--- src/rtl/miim_pkg.sv ---
// Shared constants, FSM state type and frame builder for the Clause 22 MDIO master.
package miim_pkg;

  localparam logic [1:0] MIIM_ST       = 2'b01;
  localparam logic [1:0] MIIM_OP_WRITE = 2'b01;
  localparam logic [1:0] MIIM_OP_READ  = 2'b10;
  localparam logic [1:0] MIIM_TA_WRITE = 2'b10;
  localparam int         MIIM_FRAME_BITS = 32;
  // Bit positions within the 32-bit frame (ST is bit 0).
  localparam int         MIIM_TA_POS   = 14;
  localparam int         MIIM_DATA_POS = 16;

  typedef enum logic [1:0] {
    S_IDLE,
    S_PREAMBLE,
    S_FRAME,
    S_DONE
  } miim_state_e;

  // On a read the TA/DATA field is all ones: the line is released there anyway.
  function automatic logic [31:0] miim_frame(input logic       write,
                                             input logic [4:0] phy_addr,
                                             input logic [4:0] regad,
                                             input logic [15:0] wdata);
    logic [31:0] f;
    if (write) f = {MIIM_ST, MIIM_OP_WRITE, phy_addr, regad, MIIM_TA_WRITE, wdata};
    else       f = {MIIM_ST, MIIM_OP_READ, phy_addr, regad, 2'b11, 16'hFFFF};
    return f;
  endfunction

endpackage

--- src/rtl/miim_clkgen.sv ---
// MDC generator: one bit cell is 2*HALF_PERIOD clocks, low half first.
// rise marks the first high cycle, fall marks the last cycle of the cell.
module miim_clkgen #(
  parameter int HALF_PERIOD = 13
) (
  input  logic clk_50,
  input  logic reset_n,
  input  logic en,
  input  logic restart,
  output logic mdc,
  output logic rise,
  output logic fall
);

  localparam int            CW   = $clog2(2 * HALF_PERIOD);
  localparam logic [CW-1:0] HALF = CW'(HALF_PERIOD);
  localparam logic [CW-1:0] LAST = CW'(2 * HALF_PERIOD - 1);

  logic [CW-1:0] cnt;
  logic [CW-1:0] cnt_next;

  always_comb begin
    cnt_next = (cnt == LAST) ? '0 : cnt + CW'(1);
  end

  // mdc is registered alongside cnt so it always equals (cnt >= HALF).
  always_ff @(posedge clk_50 or negedge reset_n) begin
    if (!reset_n) begin
      cnt <= '0;
      mdc <= 1'b0;
    end else if (restart) begin
      cnt <= '0;
      mdc <= 1'b0;
    end else if (en) begin
      cnt <= cnt_next;
      mdc <= (cnt_next >= HALF);
    end
  end

  assign rise = en && (cnt == HALF);
  assign fall = en && (cnt == LAST);

endmodule

--- src/rtl/miim_master.sv ---
// IEEE 802.3 Clause 22 MDIO/MDC management master, one instance per PHY.
// Handshake: a command is taken on any cycle where cmd_valid && cmd_ready; rsp_valid is a one-cycle pulse with no backpressure.
module miim_master
  import miim_pkg::*;
#(
  parameter int HALF_PERIOD   = 13,
  parameter int PREAMBLE_BITS = 32
) (
  input  logic        clk_50,
  input  logic        reset_n,
  input  logic        phy_ready,
  input  logic        cmd_valid,
  output logic        cmd_ready,
  input  logic        cmd_write,
  input  logic [4:0]  cmd_phy_addr,
  input  logic [4:0]  cmd_reg,
  input  logic [15:0] cmd_wdata,
  output logic        rsp_valid,
  output logic [15:0] rsp_rdata,
  output logic        busy,
  output logic        mdc,
  output logic        mdio_o,
  output logic        mdio_oe,
  input  logic        mdio_i
);

  localparam logic [5:0] PRE_LAST   = 6'((PREAMBLE_BITS > 0) ? PREAMBLE_BITS - 1 : 0);
  localparam logic [5:0] FRAME_LAST = 6'(MIIM_FRAME_BITS - 1);
  localparam logic [5:0] TA_PREV    = 6'(MIIM_TA_POS - 1);
  localparam logic [5:0] DATA_FIRST = 6'(MIIM_DATA_POS);

  miim_state_e state;
  miim_state_e state_next;

  logic        accept;
  logic        clk_en;
  logic        rise;
  logic        fall;
  logic [5:0]  bit_cnt;
  logic [31:0] shreg;
  logic        write_q;
  logic [15:0] rd_shreg;
  logic        mdio_meta;
  logic        mdio_sync;
  logic [31:0] frame_word;

  assign frame_word = miim_frame(cmd_write, cmd_phy_addr, cmd_reg, cmd_wdata);

  always_ff @(posedge clk_50 or negedge reset_n) begin
    if (!reset_n) state <= S_IDLE;
    else          state <= state_next;
  end

  always_comb begin
    state_next = state;
    cmd_ready  = 1'b0;
    accept     = 1'b0;
    busy       = 1'b1;
    rsp_valid  = 1'b0;
    clk_en     = 1'b0;
    case (state)
      S_IDLE: begin
        busy      = 1'b0;
        cmd_ready = phy_ready;
        accept    = cmd_valid && phy_ready;
        if (accept) state_next = (PREAMBLE_BITS > 0) ? S_PREAMBLE : S_FRAME;
      end
      S_PREAMBLE: begin
        clk_en = 1'b1;
        if (fall && bit_cnt == PRE_LAST) state_next = S_FRAME;
      end
      S_FRAME: begin
        clk_en = 1'b1;
        if (fall && bit_cnt == FRAME_LAST) state_next = S_DONE;
      end
      S_DONE: begin
        rsp_valid  = 1'b1;
        state_next = S_IDLE;
      end
      default: state_next = S_IDLE;
    endcase
  end

  // mdio_i is asynchronous to clk_50.
  always_ff @(posedge clk_50 or negedge reset_n) begin
    if (!reset_n) begin
      mdio_meta <= 1'b1;
      mdio_sync <= 1'b1;
    end else begin
      mdio_meta <= mdio_i;
      mdio_sync <= mdio_meta;
    end
  end

  // New line values are loaded on the last cycle of a cell so they appear on the next cell's first cycle.
  always_ff @(posedge clk_50 or negedge reset_n) begin
    if (!reset_n) begin
      bit_cnt   <= '0;
      shreg     <= '0;
      write_q   <= 1'b0;
      rd_shreg  <= '0;
      rsp_rdata <= '0;
      mdio_o    <= 1'b1;
      mdio_oe   <= 1'b0;
    end else begin
      case (state)
        S_IDLE: begin
          if (accept) begin
            write_q  <= cmd_write;
            bit_cnt  <= '0;
            rd_shreg <= '0;
            shreg    <= frame_word;
            mdio_oe  <= 1'b1;
            mdio_o   <= (PREAMBLE_BITS > 0) ? 1'b1 : frame_word[31];
          end
        end
        S_PREAMBLE: begin
          if (fall) begin
            if (bit_cnt == PRE_LAST) begin
              bit_cnt <= '0;
              mdio_o  <= shreg[31];
            end else begin
              bit_cnt <= bit_cnt + 6'd1;
            end
          end
        end
        S_FRAME: begin
          if (rise && !write_q && bit_cnt >= DATA_FIRST)
            rd_shreg <= {rd_shreg[14:0], mdio_sync};
          if (fall) begin
            if (bit_cnt == FRAME_LAST) begin
              mdio_o    <= 1'b1;
              mdio_oe   <= 1'b0;
              rsp_rdata <= write_q ? 16'h0000 : rd_shreg;
            end else begin
              bit_cnt <= bit_cnt + 6'd1;
              shreg   <= {shreg[30:0], 1'b0};
              mdio_o  <= shreg[30];
              mdio_oe <= write_q || (bit_cnt < TA_PREV);
            end
          end
        end
        default: ;
      endcase
    end
  end

  miim_clkgen #(
    .HALF_PERIOD(HALF_PERIOD)
  ) u_clkgen (
    .clk_50 (clk_50),
    .reset_n(reset_n),
    .en     (clk_en),
    .restart(accept),
    .mdc    (mdc),
    .rise   (rise),
    .fall   (fall)
  );

endmodule

--- config.mk ---
export PLATFORM = sky130hd
export DESIGN_NAME = miim_master
export DESIGN_NICKNAME = d
export VERILOG_FILES = /design/src/rtl/miim_pkg.sv /design/src/rtl/miim_clkgen.sv /design/src/rtl/miim_master.sv
export SDC_FILE = /design/constraint.sdc
export NUM_CORES = 1
export LEC_CHECK = 0
export BUFFER_PORTS_ARGS = -buffer_cell sky130_fd_sc_hd__clkbuf_2
export CAP_MARGIN = 25
export CORE_ASPECT_RATIO = 0.75
export CORE_MARGIN = 2
export CORE_UTILIZATION = 58
export DETAILED_ROUTE_END_ITERATION = 16
export GPL_TIMING_DRIVEN = 0
export PLACE_DENSITY = 0.8
export SLEW_MARGIN = 10
export SYNTH_ARGS = -nofsm -noshare
export SYNTH_HDL_FRONTEND = slang
export SYNTH_SLANG_ARGS = --single-unit
--- constraint.sdc ---
create_clock -name clk_50 -period 2.45 [get_ports clk_50]
set_input_delay 0.3675 -clock clk_50 [delete_from_list [all_inputs] [get_ports clk_50]]
set_output_delay 0.3675 -clock clk_50 [all_outputs]
set_load 0.005 [all_outputs]
# --- Word level (Yosys, flattened, before mapping) ---
# Index checks and enable logic that the tools add are counted.
classes:
  add_sub_neg: 2
  n_lt_le_gt_ge: 3
  eq_ne: 15
  n_mux: 38
  reduce_logical: 21
ops:
  columns: ["op", "n"]
  rows:
  - ["$mux 32", 3]
  - ["$pmux 32 s2", 1]
  - ["$mux 16", 3]
  - ["$pmux 16 s2", 1]
  - ["$mux 30", 1]
  - ["$mux 6", 5]
  - ["$ne 2x2->1 const B", 9]
  - ["$pmux 6 s3", 1]
  - ["$mux 5", 3]
  - ["$mux 1", 14]
  - ["$reduce_and 3->1", 4]
  - ["$reduce_and 5->1", 2]
  - ["$pmux 2 s4", 1]
  - ["$add 6x1->6 const B", 1]
  - ["$eq 6x5->1 const B", 1]
  - ["$ge 6x5->1 const B", 1]
  - ["$logic_and 1x1->1", 6]
  - ["$lt 6x4->1 const B", 1]
  - ["$mux 2", 3]
  - ["$add 5x1->5 const B", 1]
  - ["$eq 5x4->1 const B", 1]
  - ["$eq 5x5->1 const B", 1]
  - ["$ge 5x4->1 const B", 1]
  - ["$eq 2x2->1 const B", 2]
  - ["11 further kinds", 12]
word_totals:
  reg_bits: 83
  inputBits: 32
  out_inout_bits: 22
  wordCells: 91

# --- Logic depth before layout (Yosys ltp) ---
depth:
  ltp_word: 8
  depth_mapped: 9
  ltp_nobuf: 7

# --- Cells and area by module ---
# From an unflattened synthesis, not the netlist that was laid out.
unflattened:
  cells_unflattened: 375
  area_unflattened_um2: 4020.1
by_module_without_submodules:
  columns: ["mod", "instances", "cells_per_inst", "area_each_um2", "seq_area_each_um2"]
  rows:
  - ["miim_master", 1, 339, 3681.0, 1930.6]
  - ["miim_clkgen", 1, 36, 339.1, 150.1]

# --- Worst setup path after synthesis ---
# OpenSTA, ideal clock, no wires.
synth_timing:
  path_kind: "reg2reg"
  from: "register state[0]"
  to: "register mdio_o"
  setup_ns: 0.082
  t_arrival_ns: 1.802
  required_time_ns: 2.368
  path_slack_ns: 0.566
  stages_incl_launch_ff: 9
  path_buffers: 1
  synth_period_minus_slack_ns: 1.884
  cell_sequence: "dfrtp_1 > inv_1 > ha_1 > buf_4 > clkinv_1 > nor2_1 > nand2_1 > a21oi_1 > mux2_2"
synth_via:
  elab_chain_len: 6
  word_cells_on_any_way: 14
  classes_between: "eq/ne (6); mux (3); reduce/logical (5)"
synth_rtl:
  columns: ["item", "line", "source"]
  rows:
  - ["start: declaration", "miim_master.sv:32", "miim_state_e state;"]
  - ["start signal: assignment", "miim_master.sv:51", "else state <= state_next;"]
  - ["$eq 2x2->1 or $eq 2x1->1 (tied branches)", "miim_master.sv:61, miim_master.sv:106", null]
  - ["$reduce_or 2->1 (no line)", null, null]
  - ["$mux 1", "miim_master.sv:61", "case (state)"]
  - ["$logic_and 1x1->1", "miim_clkgen.sv:41", "assign fall = en && (cnt == LAST);"]
  - ["$ne 2x2->1 (no line)", null, null]
  - ["$reduce_and 5->1 (no line)", null, null]
  - ["end signal: assignment", "miim_master.sv:114", "mdio_o <= (PREAMBLE_BITS > 0) ? 1'b1 : frame_word[31];"]
  - ["end signal: assignment", "miim_master.sv:121", "mdio_o <= shreg[31];"]
  - ["end signal: assignment", "miim_master.sv:138", "mdio_o <= shreg[30];"]
  - ["end: declaration", "miim_master.sv:22", "output logic mdio_o,"]
# Parallel ways exist; a longest one is shown, timed or not.
# A chain may end at the register's enable or synchronous reset.

# --- Worst setup path after layout ---
layout_timing:
  from: "register state[0]"
  to: "register rd_shreg[2]"
layout_via:
  elab_chain_len: 8
  word_cells_on_any_way: 14
  classes_between: "eq/ne (4); mux (3); reduce/logical (7)"
layout_rtl:
  columns: ["item", "line", "source"]
  rows:
  - ["$eq 2x2->1 or $eq 2x1->1 (tied branches)", "miim_master.sv:61, miim_master.sv:106", null]
  - ["$reduce_or 2->1 (no line)", null, null]
  - ["$mux 1", "miim_master.sv:61", null]
  - ["$logic_and 1x1->1", "miim_clkgen.sv:40", "assign rise = en && (cnt == HALF);"]
  - ["$logic_and 1x1->1 (2 in series)", "miim_master.sv:128", "if (rise && !write_q && bit_cnt >= DATA_FIRST)"]
  - ["$ne 2x2->1 (no line)", null, null]
  - ["$reduce_and 3->1 (no line)", null, null]
  - ["end signal: assignment", "miim_master.sv:129", "rd_shreg <= {rd_shreg[14:0], mdio_sync};"]
  - ["end: declaration", "miim_master.sv:42", "logic [15:0] rd_shreg;"]
# Parallel ways exist; a longest one is shown, timed or not.

==> results.py <==
metrics = {
    "worst_setup_path": {
        "cp-start-kind": "flop",
        "r2r-end": "rd_shreg[2]",
        "ff2ff_setup_slack_ns": 0.17,
        "critical_path_class": "flop to flop",
        "worstRegToRegCells": 9,
        "reg2reg_from": "state[0]",
        "cp_max_fo": 10,
        "end_kind": "flop",
        "required_ns": 2.66,
        "critPathArrivalTime_ns": 2.49,
    },
    "yosys": {
        "yosysMostFrequentCell": "nand2_1",
        "ys_seq_elements": 83,
        "synthesis.area_per_instance_um2": 9.72,
        "yosysTopAreaCellShare_pct": 48.6,
        "ys_types": 51,
        "yosys_warnings": 0,
        "yosys.area.top_type": "dfrtp_1",
        "syn_area_mm2": 0.00412,
        "synth_edf_count": 0,
        "synth_common_cells": "93 x nand2_1, 80 x dfrtp_1, 44 x o21ai_0",
        "synth.area.top_cells": "dfrtp_1 49%, nand2_1 8.5%, o21ai_2 6.2%",
        "synth_ff_type": "dfrtp_1",
        "synth_seq_area_share_pct": 50.5,
        "netlist_instances": 424,
        "async_reset_ff_share_pct": 100,
        "synth_nets": 464,
    },
    "worst_hold_path": {
        "min_from": "mdio_i",
        "hp-class": "input port to flop",
        "holdPathEnd": "mdio_meta",
        "worstHoldPathCells": 1,
    },
    "global_routing": {
        "grt_first_pass_wirelength_um": 14500,
        "antenna_found_initial": 0,
        "first_global_vias": 3123,
        "gr-usage-all-layers_pct": 23.5,
        "use_met1_pct": 33.2,
        "grt_overflow_total": 0,
        "gr-usage-met2_pct": 36.2,
        "met3_usage_pct": 7.11,
        "grt.busiest_layer": "met2",
        "grt_max_degree": 55,
    },
    "layout": {
        "syn_to_final_growth_pct": 14.8,
        "final_cells": 578,
        "diodes": 0,
        "drive_gt1_share_pct": 26.5,
        "fin_nets": 530,
        "n_fill_cell": 548,
    },
    "cts": {
        "worstSkewPairLatency_ns": 0.35,
        "cts_setup_buffers": 0,
        "cts-buffers-inserted": 9,
        "cts-root-buf": "clkbuf_8",
        "path_clk_slew_ns": 0.08,
        "cts_tree": "built",
        "htreeDepth": 3,
        "clockBufferDepth": 2,
        "cts_sinks": 83,
    },
    "placement": {
        "dp_hpwl_um": 5990,
        "dp_slack_ns": 0.113,
        "numPortBuffers": 53,
        "place_congestion": 0.849,
        "place_inst": 562,
    },
    "floorplan": {
        "die_area_mm2": 0.00780,
        "rows": 26,
        "dieWidth_um": 101,
        "start_util_pct": 60.3,
        "coreArea_mm2": 0.00683,
        "io_pins": 54,
        "die_h_um": 77.0,
    },
    "route": {
        "num_vias": 3238,
        "ant_nets": 0,
        "drtIter0Drc": 147,
        "first_pass_iters": 4,
        "viasPerCell": 5.60,
        "wire_per_inst_um": 14.6,
        "wl_um": 8430,
        "drc_errors": 0,
    },
    "pwr": {
        "finalPower_mw": 5.46,
        "p_leak_nw": 2.15,
        "vdd_drop_max_uv": 539,
        "power.density_mw_per_mm2": 1150,
    },
    "timing": {
        "min_period_over_period_pct": 92.9,
        "min_period_ns": 2.28,
        "hold_violations": 0,
        "tightest_slew_ns": 0.698,
        "fin_skew_ns": 0.00802,
        "finalSetupViolations": 0,
        "clock.fmax_mhz": 439,
        "finalSetupTns_ns": 0,
        "finalMaxSlewViolations": 0,
        "slew_headroom_pct": 53.5,
        "layout_setup_ws_ns": 0.174,
        "rsz0062_at_grt": "false",
    },
    "status": {
        "status": "completed",
    },
    "job": {
        "cap_violations": 0,
    },
}
## layer usage
metal / vias to the layer above / wire, µm
li1: 1605 / -
met2: 60 / 3970
met1: 1566 / 4080
met5: - / 0
met3: 7 / 300
met4: 0 / 80
## layout by cell type, fill, tap and decap left out, drive strengths merged, types with 8 or more instances in the layout
cell type	n
o22ai	15
clkbuf	72
buf	16
nor2	16
nand2	94
a21oi	12
nand2b	17
mux2i	13
dfrtp	80
ha	8
o21ai	80
inv	12
## state kept, by name, indices dropped and copies added (netlist names)
signal and flops:
rd_shreg 16, mdio_sync 1, bit_cnt 6, u_clkgen.cnt 5, u_clkgen.mdc 1, state 2
shreg 32, write_q 1, rsp_rdata 16, mdio_o 1, mdio_oe 1, mdio_meta 1
## through the flow
stage | hold slack, ns | area, µm² | util (%)
4_1_cts | 0.0715 | 4720 | 69.1
3_5_place_dp | 0.347 | 4520 | 66.2
3_3_place_gp | 0.347 | 4490 | 65.7
2_1_floorplan | 0.0719 | 4120 | -
6_report | 0.0998 | 4730 | 69.2
5_1_grt | 0.0780 | 4730 | 69.2
## where the power goes
group	switching, mW	leakage (nW)	internal (mW)
Sequential	0.251	1.07	1.74
Clock	0.494	0.0913	0.467
Combinational	1.51	0.989	0.994
## what timing repair did
| item | 4_1_cts | 5_1_grt |
|---|---|---|
| endpoints found under the setup margin | 0 | 11 |
| hold buffers | 1 | 0 |
| resized for setup | 0 | 2 |
| hold endpoints to repair | 29 | 0 |
## how the worst max path moves through the flow
stage          startpoint             to  cells past startpoint
2_1_floorplan    state[0]         mdio_o                      8
3_3_place_gp      reset_n       shreg[6]                      1
3_5_place_dp     state[0]  rsp_rdata[10]                      8
4_1_cts          state[0]  rsp_rdata[10]                      8
5_1_grt          state[0]  rsp_rdata[10]                      8
6_report         state[0]    rd_shreg[2]                      9
## critical path, stage by stage (launching register included)
cell and delay, ns:
dfrtp_1 0.39, inv_1 0.09, ha_1 0.28, buf_4 0.16, nand4b_1 0.11, nor4_1 0.34
o21ai_0 0.26, clkbuf_1 0.28, nand2_1 0.13, o21ai_0 0.11
## cell families after synthesis
| group | count (synthesis) | share of synthesized area (%) |
|---|---|---|
| buffers and inverters | 38 | 4.86 |
| adders and majority gates | 8 | 2.43 |
| and+or+nand+nor | 153 | 16.9 |
| DFF | 83 | 50.5 |
| muxes | 15 | 3.70 |
| AOI/OAI and AO/OA | 125 | 21.1 |
| xor gates and xnor gates | 2 | 0.425 |
## layout make-up
type                       instances  area [µm²]  area share [%]
sequential                        83        2080            44.0
multi-input combinational        303        1840            39.0
timing repair buffer              55         305            6.46
buffer                            25         151            3.20
clock buffer                       9         124            2.62
tap                               84         105            2.22
clock inverter                     6        67.6            1.43
inverter                          13        52.6            1.11
Note: power is estimated with default switching activity, not from simulation.
